`src/rtl/qspi_seq_pkg.sv`:
```
// Shared encodings for the flash operation sequencer: FSM states, command
// phases, command-engine select values and completion status codes.
package qspi_seq_pkg;

  // Top-level sequencer states.
  typedef enum logic [2:0] {
    StIdle,
    StIssue,
    StWait,
    StGap,
    StDone
  } seq_state_e;

  // Which engine command the sequencer is currently working on.
  typedef enum logic [1:0] {
    PhWren,
    PhMain,
    PhPoll
  } seq_phase_e;

  // Command-select values steering the upstream opcode/length mux.
  localparam logic [1:0] CE_SEL_MAIN = 2'd0;
  localparam logic [1:0] CE_SEL_WREN = 2'd1;
  localparam logic [1:0] CE_SEL_RDSR = 2'd2;

  // Completion status codes.
  localparam logic [1:0] ST_OK      = 2'd0;
  localparam logic [1:0] ST_TIMEOUT = 2'd1;
  localparam logic [1:0] ST_ABORT   = 2'd2;
  localparam logic [1:0] ST_FAIL    = 2'd3;

  // Operation kinds; any other value behaves as a single command.
  localparam logic [1:0] KIND_SINGLE = 2'd0;
  localparam logic [1:0] KIND_WRITE  = 2'd1;
  localparam logic [1:0] KIND_POLL   = 2'd2;

  // Map a phase onto the engine command select.
  function automatic logic [1:0] phase_to_sel(input seq_phase_e ph);
    logic [1:0] sel;
    sel = CE_SEL_MAIN;
    if (ph == PhWren) begin
      sel = CE_SEL_WREN;
    end else if (ph == PhPoll) begin
      sel = CE_SEL_RDSR;
    end
    return sel;
  endfunction

endpackage

```
`src/rtl/seq_gap_timer.sv`:
```
// Loadable down-counter with a zero flag. Spaces out successive status polls.
module seq_gap_timer #(
  parameter int unsigned Width = 6
) (
  input  logic             clk,
  input  logic             rst_n,
  input  logic             i_load,
  input  logic [Width-1:0] i_load_val,
  input  logic             i_dec,
  output logic             o_zero
);

  logic [Width-1:0] r_cnt;

  // Load takes priority; decrement stops at zero.
  always_ff @(posedge clk or negedge rst_n) begin
    if (!rst_n) begin
      r_cnt <= '0;
    end else if (i_load) begin
      r_cnt <= i_load_val;
    end else if (i_dec && (r_cnt != '0)) begin
      r_cnt <= r_cnt - Width'(1);
    end
  end

  assign o_zero = (r_cnt == '0);

endmodule

```
`src/rtl/flash_op_seq.sv`:
```
// Multi-step flash operation sequencer. Runs WREN, the main command and
// repeated RDSR polls as separate command-engine commands from one start,
// finishing on WIP clear, flash fail, poll timeout or abort.
module flash_op_seq
  import qspi_seq_pkg::*;
#(
  parameter int unsigned POLL_GAP  = 64,
  parameter int unsigned TIMEOUT_W = 24,
  parameter int unsigned WIP_BIT   = 0,
  parameter int unsigned FAIL_BIT  = 5
) (
  input  logic                 clk,
  input  logic                 rst_n,
  input  logic                 op_start_i,
  input  logic [1:0]           op_kind_i,
  input  logic                 op_use_dma_i,
  input  logic [TIMEOUT_W-1:0] timeout_i,
  input  logic                 abort_i,
  output logic                 op_busy_o,
  output logic                 op_done_o,
  output logic [1:0]           op_status_o,
  output logic [TIMEOUT_W-1:0] poll_cnt_o,
  output logic                 ce_trigger_o,
  output logic                 ce_dma_en_o,
  output logic [1:0]           ce_sel_o,
  input  logic                 ce_busy_i,
  input  logic                 ce_cmd_done_i,
  input  logic [7:0]           sr_data_i
);

  // Gap counter must hold POLL_GAP-1.
  localparam int unsigned GapW = (POLL_GAP > 1) ? $clog2(POLL_GAP) : 1;

  seq_state_e           r_state;
  seq_phase_e           r_phase;
  logic                 r_kind_write;
  logic                 r_use_dma;
  logic [TIMEOUT_W-1:0] r_timeout;
  logic [TIMEOUT_W-1:0] r_poll_cnt;
  logic                 r_abort;
  logic                 r_busy;
  logic                 r_done;
  logic [1:0]           r_status;
  logic                 r_trigger;
  logic                 r_dma_en;
  logic [1:0]           r_sel;

  logic                 w_abort;
  logic [TIMEOUT_W-1:0] w_poll_cnt_inc;
  logic                 w_timeout_hit;
  logic                 w_sr_fail;
  logic                 w_sr_wip;
  logic                 w_gap_load;
  logic                 w_gap_dec;
  logic                 w_gap_zero;
  logic                 w_unused_sr;

  // Abort input counts in the same cycle it arrives, not only once latched.
  assign w_abort = r_abort | abort_i;

  // Saturating poll count and timeout test on the post-increment value.
  assign w_poll_cnt_inc = (&r_poll_cnt) ? r_poll_cnt : r_poll_cnt + TIMEOUT_W'(1);
  assign w_timeout_hit  = (r_timeout != '0) && (w_poll_cnt_inc == r_timeout);

  assign w_sr_fail   = sr_data_i[FAIL_BIT];
  assign w_sr_wip    = sr_data_i[WIP_BIT];
  assign w_unused_sr = ^sr_data_i;

  // Reload on every poll completion; only matters when the next state is GAP.
  assign w_gap_load = (r_state == StWait) && ce_cmd_done_i && (r_phase == PhPoll);
  assign w_gap_dec  = (r_state == StGap);

  seq_gap_timer #(
    .Width (GapW)
  ) u_gap_timer (
    .clk        (clk),
    .rst_n      (rst_n),
    .i_load     (w_gap_load),
    .i_load_val (GapW'(POLL_GAP - 1)),
    .i_dec      (w_gap_dec),
    .o_zero     (w_gap_zero)
  );

  // Sequencer FSM with registered engine and status outputs.
  always_ff @(posedge clk or negedge rst_n) begin
    if (!rst_n) begin
      r_state      <= StIdle;
      r_phase      <= PhWren;
      r_kind_write <= 1'b0;
      r_use_dma    <= 1'b0;
      r_timeout    <= '0;
      r_poll_cnt   <= '0;
      r_abort      <= 1'b0;
      r_busy       <= 1'b0;
      r_done       <= 1'b0;
      r_status     <= ST_OK;
      r_trigger    <= 1'b0;
      r_dma_en     <= 1'b0;
      r_sel        <= CE_SEL_MAIN;
    end else begin
      r_trigger <= 1'b0;
      r_done    <= 1'b0;
      if ((r_state != StIdle) && abort_i) begin
        r_abort <= 1'b1;
      end

      unique case (r_state)
        StIdle: begin
          if (op_start_i) begin
            r_kind_write <= (op_kind_i == KIND_WRITE);
            r_use_dma    <= op_use_dma_i;
            r_timeout    <= timeout_i;
            r_poll_cnt   <= '0;
            r_abort      <= 1'b0;
            r_status     <= ST_OK;
            r_busy       <= 1'b1;
            r_state      <= StIssue;
            if (op_kind_i == KIND_WRITE) begin
              r_phase <= PhWren;
            end else if (op_kind_i == KIND_POLL) begin
              r_phase <= PhPoll;
            end else begin
              r_phase <= PhMain;
            end
          end
        end

        StIssue: begin
          if (w_abort) begin
            r_status <= ST_ABORT;
            r_done   <= 1'b1;
            r_state  <= StDone;
          end else if (!ce_busy_i) begin
            r_trigger <= 1'b1;
            r_sel     <= phase_to_sel(r_phase);
            r_dma_en  <= (r_phase == PhMain) && r_use_dma;
            r_state   <= StWait;
          end
        end

        StWait: begin
          if (ce_cmd_done_i) begin
            if (r_phase == PhPoll) begin
              r_poll_cnt <= w_poll_cnt_inc;
            end
            if (w_abort) begin
              // Abort overrides whatever the completing command decided.
              r_status <= ST_ABORT;
              r_done   <= 1'b1;
              r_state  <= StDone;
            end else if (r_phase == PhWren) begin
              r_phase <= PhMain;
              r_state <= StIssue;
            end else if (r_phase == PhMain) begin
              if (r_kind_write) begin
                r_phase <= PhPoll;
                r_state <= StIssue;
              end else begin
                r_status <= ST_OK;
                r_done   <= 1'b1;
                r_state  <= StDone;
              end
            end else if (w_sr_fail) begin
              r_status <= ST_FAIL;
              r_done   <= 1'b1;
              r_state  <= StDone;
            end else if (!w_sr_wip) begin
              r_status <= ST_OK;
              r_done   <= 1'b1;
              r_state  <= StDone;
            end else if (w_timeout_hit) begin
              r_status <= ST_TIMEOUT;
              r_done   <= 1'b1;
              r_state  <= StDone;
            end else begin
              r_state <= StGap;
            end
          end
        end

        StGap: begin
          if (w_abort) begin
            r_status <= ST_ABORT;
            r_done   <= 1'b1;
            r_state  <= StDone;
          end else if (w_gap_zero) begin
            r_state <= StIssue;
          end
        end

        StDone: begin
          r_busy   <= 1'b0;
          r_sel    <= CE_SEL_MAIN;
          r_dma_en <= 1'b0;
          r_state  <= StIdle;
        end

        default: begin
          r_state <= StIdle;
        end
      endcase
    end
  end

  assign op_busy_o    = r_busy;
  assign op_done_o    = r_done;
  assign op_status_o  = r_status;
  assign poll_cnt_o   = r_poll_cnt;
  assign ce_trigger_o = r_trigger;
  assign ce_dma_en_o  = r_dma_en;
  assign ce_sel_o     = r_sel;

endmodule
```
`config.mk`:
```
export PLATFORM = sky130hd
export DESIGN_NAME = flash_op_seq
export DESIGN_NICKNAME = d
export VERILOG_FILES = /design/src/rtl/qspi_seq_pkg.sv /design/src/rtl/seq_gap_timer.sv /design/src/rtl/flash_op_seq.sv
export SDC_FILE = /design/constraint.sdc
export NUM_CORES = 1
export LEC_CHECK = 0
export CAP_MARGIN = 20
export CORE_UTILIZATION = 40
export DETAILED_ROUTE_END_ITERATION = 6
export PLACE_DENSITY = 0.6
export SYNTH_ARGS = -nofsm -noshare
export SYNTH_HDL_FRONTEND = slang
export SYNTH_HIERARCHICAL = 1
export SYNTH_SLANG_ARGS = --single-unit
```
`constraint.sdc`:
```
create_clock -name clk -period 3.8 [get_ports clk]
set_input_delay 1.14 -clock clk [delete_from_list [all_inputs] [get_ports clk]]
set_output_delay 1.14 -clock clk [all_outputs]
set_load 0.05 [all_outputs]
```
# After elaboration in Yosys (flattened, before gate mapping)
# Index checks and enable logic that the tools add are counted.
[totals]
regBits = 70
inputBits = 41
word_cells = 133
[classes]
add_sub_neg = 2
eq_ne = 23
muxes = 67
n_bitwise = 1
reduce_logical = 26
[op_table]
columns = ["op", "count"]
rows = [
  ["2-to-1 mux 24 bit", 4],
  ["case mux 24 bit (2 select lines)", 1],
  ["2-to-1 mux 2 bit", 22],
  ["2-to-1 mux 3 bit", 13],
  ["adder 24 x 1 -> 24 bit (second input constant)", 1],
  ["equality test 24 bit", 1],
  ["AND reduction 24 bit", 1],
  ["nonzero test 24 bit", 1],
  ["2-to-1 mux 1 bit", 18],
  ["2-to-1 mux 6 bit", 2],
  ["case mux 3 bit (4 select lines)", 1],
  ["inequality test 2 bit (second input constant)", 5],
  ["inequality test 3 bit (second input constant)", 3],
  ["case mux 2 bit (2 select lines)", 2],
  ["AND reduction 4 bit", 2],
  ["nonzero test 2 bit", 4],
  ["AND reduction 7 bit", 1],
  ["equality test 3 x 2 -> 1 bit (second input constant)", 2],
  ["logical AND 1 bit", 6],
  ["logical NOT 6 bit", 1],
  ["inequality test 6 x 5 -> 1 bit (second input constant)", 1],
  ["case mux 1 bit (2 select lines)", 3],
  ["case mux 2 bit (3 select lines)", 1],
  ["AND reduction 6 bit", 1],
  ["17 further kinds", 22],
]

# Longest topological paths before layout
[logic_depth]
depth_word = 12
depth_mapped = 13

# Cells and area by module
# Netlist, hierarchy kept.
[modules_own_cells]
columns = ["module", "instances", "cells_each", "area_each_um2", "seq_area_each_um2"]
rows = [
  ["flash_op_seq", 1, 466, 4134.0, 1601.5],
  ["seq_gap_timer", 1, 44, 395.4, 150.1],
]

# Least setup slack after synthesis
# Ideal clock, no wire load.
[synth_path]
path_type = "reg2reg"
startpoint = "register r_poll_cnt[0], in the netlist poll_cnt_o[0]"
endpoint = "register r_done, in the netlist op_done_o"
setup_time_ns = 0.088
arrival_time_ns = 3.097
required_ns = 3.712
setup_slack_ns = 0.615
path_stages_with_launch = 13
path_buffers = 2
synth_period_minus_slack_ns = 3.185
cell_sequence = "dfrtp_1 ha_1 and3_1 buf_4 and3_1 buf_6 a211oi_1 xor2_1 o21a_1 nor4_1 a41oi_2 o21ai_2 nor3b_1"
[synth_via]
elab_chain_cells = 12
word_cells_on_any_way = 13
classes_between = "1 x add/sub; 1 x eq/ne; 9 x mux; 2 x reduce/logical"
[synth_rtl]
columns = ["item", "line_no", "rtl"]
rows = [
  ["start: declaration", "flash_op_seq.sv:39", "logic [TIMEOUT_W-1:0] r_poll_cnt;"],
  ["start signal: assignment", "flash_op_seq.sv:144", "r_poll_cnt <= w_poll_cnt_inc;"],
  ["adder 24 x 1 -> 24 bit or AND reduction 24 bit (tied branches)", "flash_op_seq.sv:62", "assign w_poll_cnt_inc = (&r_poll_cnt) ? r_poll_cnt : r_poll_cnt + TIMEOUT_W'(1);"],
  ["2-to-1 mux 24 bit (*)", "flash_op_seq.sv:62", ""],
  ["equality test 24 bit (*)", "flash_op_seq.sv:63", "assign w_timeout_hit = (r_timeout != '0) && (w_poll_cnt_inc == r_timeout);"],
  ["logical AND 1 bit (*)", "flash_op_seq.sv:63", ""],
  ["2-to-1 mux 1 bit (*)", "flash_op_seq.sv:171", "end else if (w_timeout_hit) begin"],
  ["2-to-1 mux 1 bit (*)", "flash_op_seq.sv:167", "end else if (!w_sr_wip) begin"],
  ["2-to-1 mux 1 bit (*)", "flash_op_seq.sv:163", "end else if (w_sr_fail) begin"],
  ["2-to-1 mux 1 bit (*)", "flash_op_seq.sv:154", "end else if (r_phase == PhMain) begin"],
  ["2-to-1 mux 1 bit (*)", "flash_op_seq.sv:151", "end else if (r_phase == PhWren) begin"],
  ["2-to-1 mux 1 bit (*)", "flash_op_seq.sv:146", "if (w_abort) begin"],
  ["2-to-1 mux 1 bit (*)", "flash_op_seq.sv:142", "if (ce_cmd_done_i) begin"],
  ["case mux 1 bit (2 select lines) (*)", "flash_op_seq.sv:107", "unique case (r_state)"],
  ["end signal: assignment", "flash_op_seq.sv:149", "r_done <= 1'b1;"],
  ["end signal: assignment", "flash_op_seq.sv:160", "r_done <= 1'b1;"],
  ["end signal: assignment", "flash_op_seq.sv:165", "r_done <= 1'b1;"],
  ["end: declaration", "flash_op_seq.sv:42", "logic r_done;"],
]
# Mark *: on every way between the ends. The rest lies on a longest branch, timed or not.
# A chain may end at the register's enable or synchronous reset.

# Final worst setup path
[layout_path]
startpoint = "register r_poll_cnt[0], in the netlist poll_cnt_o[0]"
endpoint = "register r_status[0], in the netlist op_status_o[0]"
[layout_via]
elab_chain_cells = 6
word_cells_on_any_way = 7
classes_between = "1 x add/sub; 2 x eq/ne; 1 x mux; 3 x reduce/logical"
[layout_rtl]
columns = ["item", "line_no", "rtl"]
rows = [
  ["adder 24 x 1 -> 24 bit or AND reduction 24 bit (tied branches)", "flash_op_seq.sv:62", ""],
  ["2-to-1 mux 24 bit (*)", "flash_op_seq.sv:62", ""],
  ["equality test 24 bit (*)", "flash_op_seq.sv:63", ""],
  ["logical AND 1 bit (*)", "flash_op_seq.sv:63", ""],
  ["inequality test 6 x 5 -> 1 bit (no source line) (*)", "n/a", ""],
  ["AND reduction 7 bit (no source line) (*)", "n/a", ""],
  ["end signal: assignment", "flash_op_seq.sv:96", "r_status <= ST_OK;"],
  ["end signal: assignment", "flash_op_seq.sv:115", "r_status <= ST_OK;"],
  ["end signal: assignment", "flash_op_seq.sv:130", "r_status <= ST_ABORT;"],
  ["end: declaration", "flash_op_seq.sv:43", "logic [1:0] r_status;"],
]
# Marks and branches as above.

==> impl_metrics.ini <==
[clocking]
cts_tree = built
postCtsSetupBuffers = 0
clkTransAtPathRegs_ns = 0.06
cts_buffers = 9
h-tree-depth = 3
cts_sinks = 70
insertion_delay_ns = 0.33
clock_path_buffers = 2
root_buffer = clkbuf_16

[place]
placed_area_um2 = 5430
io_buffer_count = 66
dp.cells = 716
gp_congestion = 0.905
dp_hpwl_mm = 9.40

[global_route]
grt_overflow = 0
grt_use_total_pct = 23.2
grt_first_pass_wirelength_mm = 21.2
grt_antenna_before_repair = 0
grt_max_degree = 33
first_global_vias = 4047

[timing]
skew_ns = 0.0101
worstMarginPinSlew_ns = 0.545
finalHoldViolations = 0
clock.fmax_mhz = 295
final.period_utilization_pct = 89.1
hold_ws_ns = 0.487
finalMaxSlewViolations = 0
setup_tns_ns = 0
post-route-min-period_ns = 3.39
finalSetupViolations = 0
slew_headroom_pct = 63.5

[final_layout]
nets = 633
instances_no_fill = 732
n_fill_cell = 1034
antennaDiodeCount = 0
fin_area_um2 = 5730
synthToLayoutAreaGrowth_pct = 26.5
seqCellArea_um2 = 1750
drive_above_1_share_pct = 13.0
multi_input_area_um2 = 2610

[routing]
drc_errors = 0
wire_per_inst_um = 17.2
drt-total-wl_mm = 12.6
first_pass_iters = 4
vias_per_cell = 5.62
detail-route-antenna-nets = 0
vias = 4114
drtIter0Drc = 179

[pwr]
p_int_w = 0.00207
p_per_area_nw_per_um2 = 582
cellLeakagePower_nw = 2.25
pwr-share-comb_pct = 37.7
ir_drop_mv = 0.379
clkPwrFrac_pct = 25.4
swShare_pct = 37.8
p_sw_w = 0.00126
power.total_w = 0.00334
power_frac_seq_pct = 36.8

[synth]
synth_common_cells = dfrtp_1 (70), nand2_1 (56), o21ai_0 (49), mux2_2 (29), nor2_1 (26)
yosysMostFrequentCell = dfrtp_1
synth_seq_area_share_pct = 38.7
synth_top_area_share_pct = 38.7
ys_seq_elements = 70
async_flop_share_pct = 100
ys_warn_count = 6
synthCells = 510
synth_top_flop_cell = dfrtp_1
avgSynthCellArea_um2 = 8.88
yosys.area.top_type = dfrtp_1
ys_top_cells_by_area = dfrtp_1 (39%), mux2_2 (7.2%), o21ai_0 (5.4%)
synth_edf_count = 0
synth_area_um2 = 4530
synthDistinctLibCells = 64

[setup_path]
cp-end-kind = flop
crit_fanout = 9
critPathRequiredTime_ns = 4.00
cp_data_arrival_time_ns = 3.59
crit_type = reg -> reg
worstSetupStartpointType = flop
reg2reg_slack_ns = 0.41

[die]
num_io_pins = 73
row_count = 38
start_util_pct = 41.4
fp.dieH_um = 108
fp.coreArea_um2 = 10900
dieArea_um2 = 11800
die_w_um = 108

[outcome]
outcome = completed

[hold_path]
hold_class = reg -> reg

[job]
max_cap_viol_count = 0
-- area by class of cell --
| cell class | instances | share of cell area, % |
|---|---|---|
| flip-flops and latches | 70 | 30.6 |
| well taps | 140 | 3.06 |
| multi-input cells | 401 | 45.6 |
| repair buffers | 87 | 14.4 |
| clock buffers | 9 | 3.93 |
| clock inverters | 7 | 1.27 |
| inverters | 18 | 1.18 |
-- power groups by stage --
| stage | clock network (W) | registers, W | logic, W |
|---|---|---|---|
| global route | 0.000902 | 0.00127 | 0.00139 |
| global placement | 0 | 0.00124 | 0.00123 |
| finish | 0.000848 | 0.00123 | 0.00126 |
| CTS | 0.000868 | 0.00123 | 0.00126 |
| floorplan | 0 | 0.00123 | 0.000878 |
| detailed placement | 0 | 0.00124 | 0.00125 |
-- worst max-delay path, cell delays in order (launching register included) --
cell and delay (ns):
dfrtp_1 0.47, ha_1 0.31, and3_1 0.37, nand3_2 0.15, or4_1 0.62, xnor2_1 0.24
nand4_1 0.10, nor4b_1 0.33, a41oi_1 0.23, a31oi_1 0.29, o22ai_1 0.13
-- cell usage in the layout (no fill, tap or decap), drive strengths merged, types with 3 or more instances in the layout --
master | Yosys | layout
a211oi | 5 | 5
a21oi | 19 | 19
a31oi | 12 | 12
and2 | 5 | 5
and3 | 11 | 11
and4 | 5 | 5
buf | 13 | 22
clkbuf | 13 | 9
clkdlybuf4s50 | 0 | 65
clkinv | 1 | 3
conb | 1 | 6
dfrtp | 70 | 70
ha | 5 | 5
inv | 17 | 19
mux2 | 29 | 29
nand2 | 56 | 56
nand2b | 7 | 7
nand3 | 21 | 21
nand4 | 17 | 17
nor2 | 26 | 26
nor2b | 7 | 7
nor3 | 11 | 11
nor3b | 7 | 7
nor4 | 12 | 12
o211ai | 5 | 5
o21a | 4 | 4
o21ai | 50 | 50
o31ai | 5 | 5
or3 | 4 | 4
or3b | 3 | 3
or4 | 4 | 4
xnor2 | 22 | 22
xor2 | 13 | 13
-- final timing paths --
check | start | endpoint | cells past startpoint
hold / removal | op_busy_o$_DFFE_PN0P_ | op_busy_o$_DFFE_PN0P_ | 1
max in group asynchronous | rst_n | poll_cnt_o[0]$_DFFE_PN0P_ | 2
setup reg to reg | poll_cnt_o[0]$_DFFE_PN0P_ | op_status_o[0]$_DFFE_PN0P_ | 10
min in group asynchronous | rst_n | r_timeout[7]$_DFFE_PN0P_ | 1
hold reg to reg | op_busy_o$_DFFE_PN0P_ | op_busy_o$_DFFE_PN0P_ | 1
setup / recovery | poll_cnt_o[0]$_DFFE_PN0P_ | op_status_o[0]$_DFFE_PN0P_ | 10
-- flip-flops by register name (all words and copies together), names as in the netlist --
register,count
ce_trigger_o,1
r_use_dma,1
ce_sel_o,2
poll_cnt_o,24
op_done_o,1
r_state,3
u_gap_timer/r_cnt,6
op_busy_o,1
r_phase,2
r_timeout,24
ce_dma_en_o,1
r_abort,1
r_kind_write,1
op_status_o,2
-- cell families (layout without fill, tap and decap cells) --
group                    Yosys count  in the layout  share of synthesized area [%]
AND/OR/NAND/NOR                  203            203                           24.6
AO/OA/AOI/OAI                    122            122                           16.8
flip-flops                        70             70                           38.7
buffers and inverters             44            121                           4.28
XOR/XNOR                          35             35                           6.77
multiplexers                      30             30                           7.43
adder cells (fa/ha/maj)            5              5                           1.38
other                              1              6                         0.0828
-- metal layers --
metal  vias to the layer above  global-route usage, %  share of wire (%)
met3                        11                   3.68                5.3
met5                         -                      0                  0
met2                       127                   38.7                 48
li1                       2019                      -                  -
met4                         0                   5.12               0.86
met1                      1957                   31.7                 46
-- stage by stage --
stage | setup slack (ns) | util, %
floorplan | 0.615 | -
CTS | 0.262 | 52.4
finish | 0.414 | 52.4
detailed placement | 0.277 | 49.6
global placement | 0.344 | 49.6
global route | -0.00943 | 52.4
-- repair_timing --
action | 4_1_cts | 5_1_grt
hold endpoints to repair | 0 | 0
hold buffers | 0 | 0
resized for setup | 0 | 2
endpoints found under the setup margin | 0 | 3
Power figures use the tool's default switching activity.
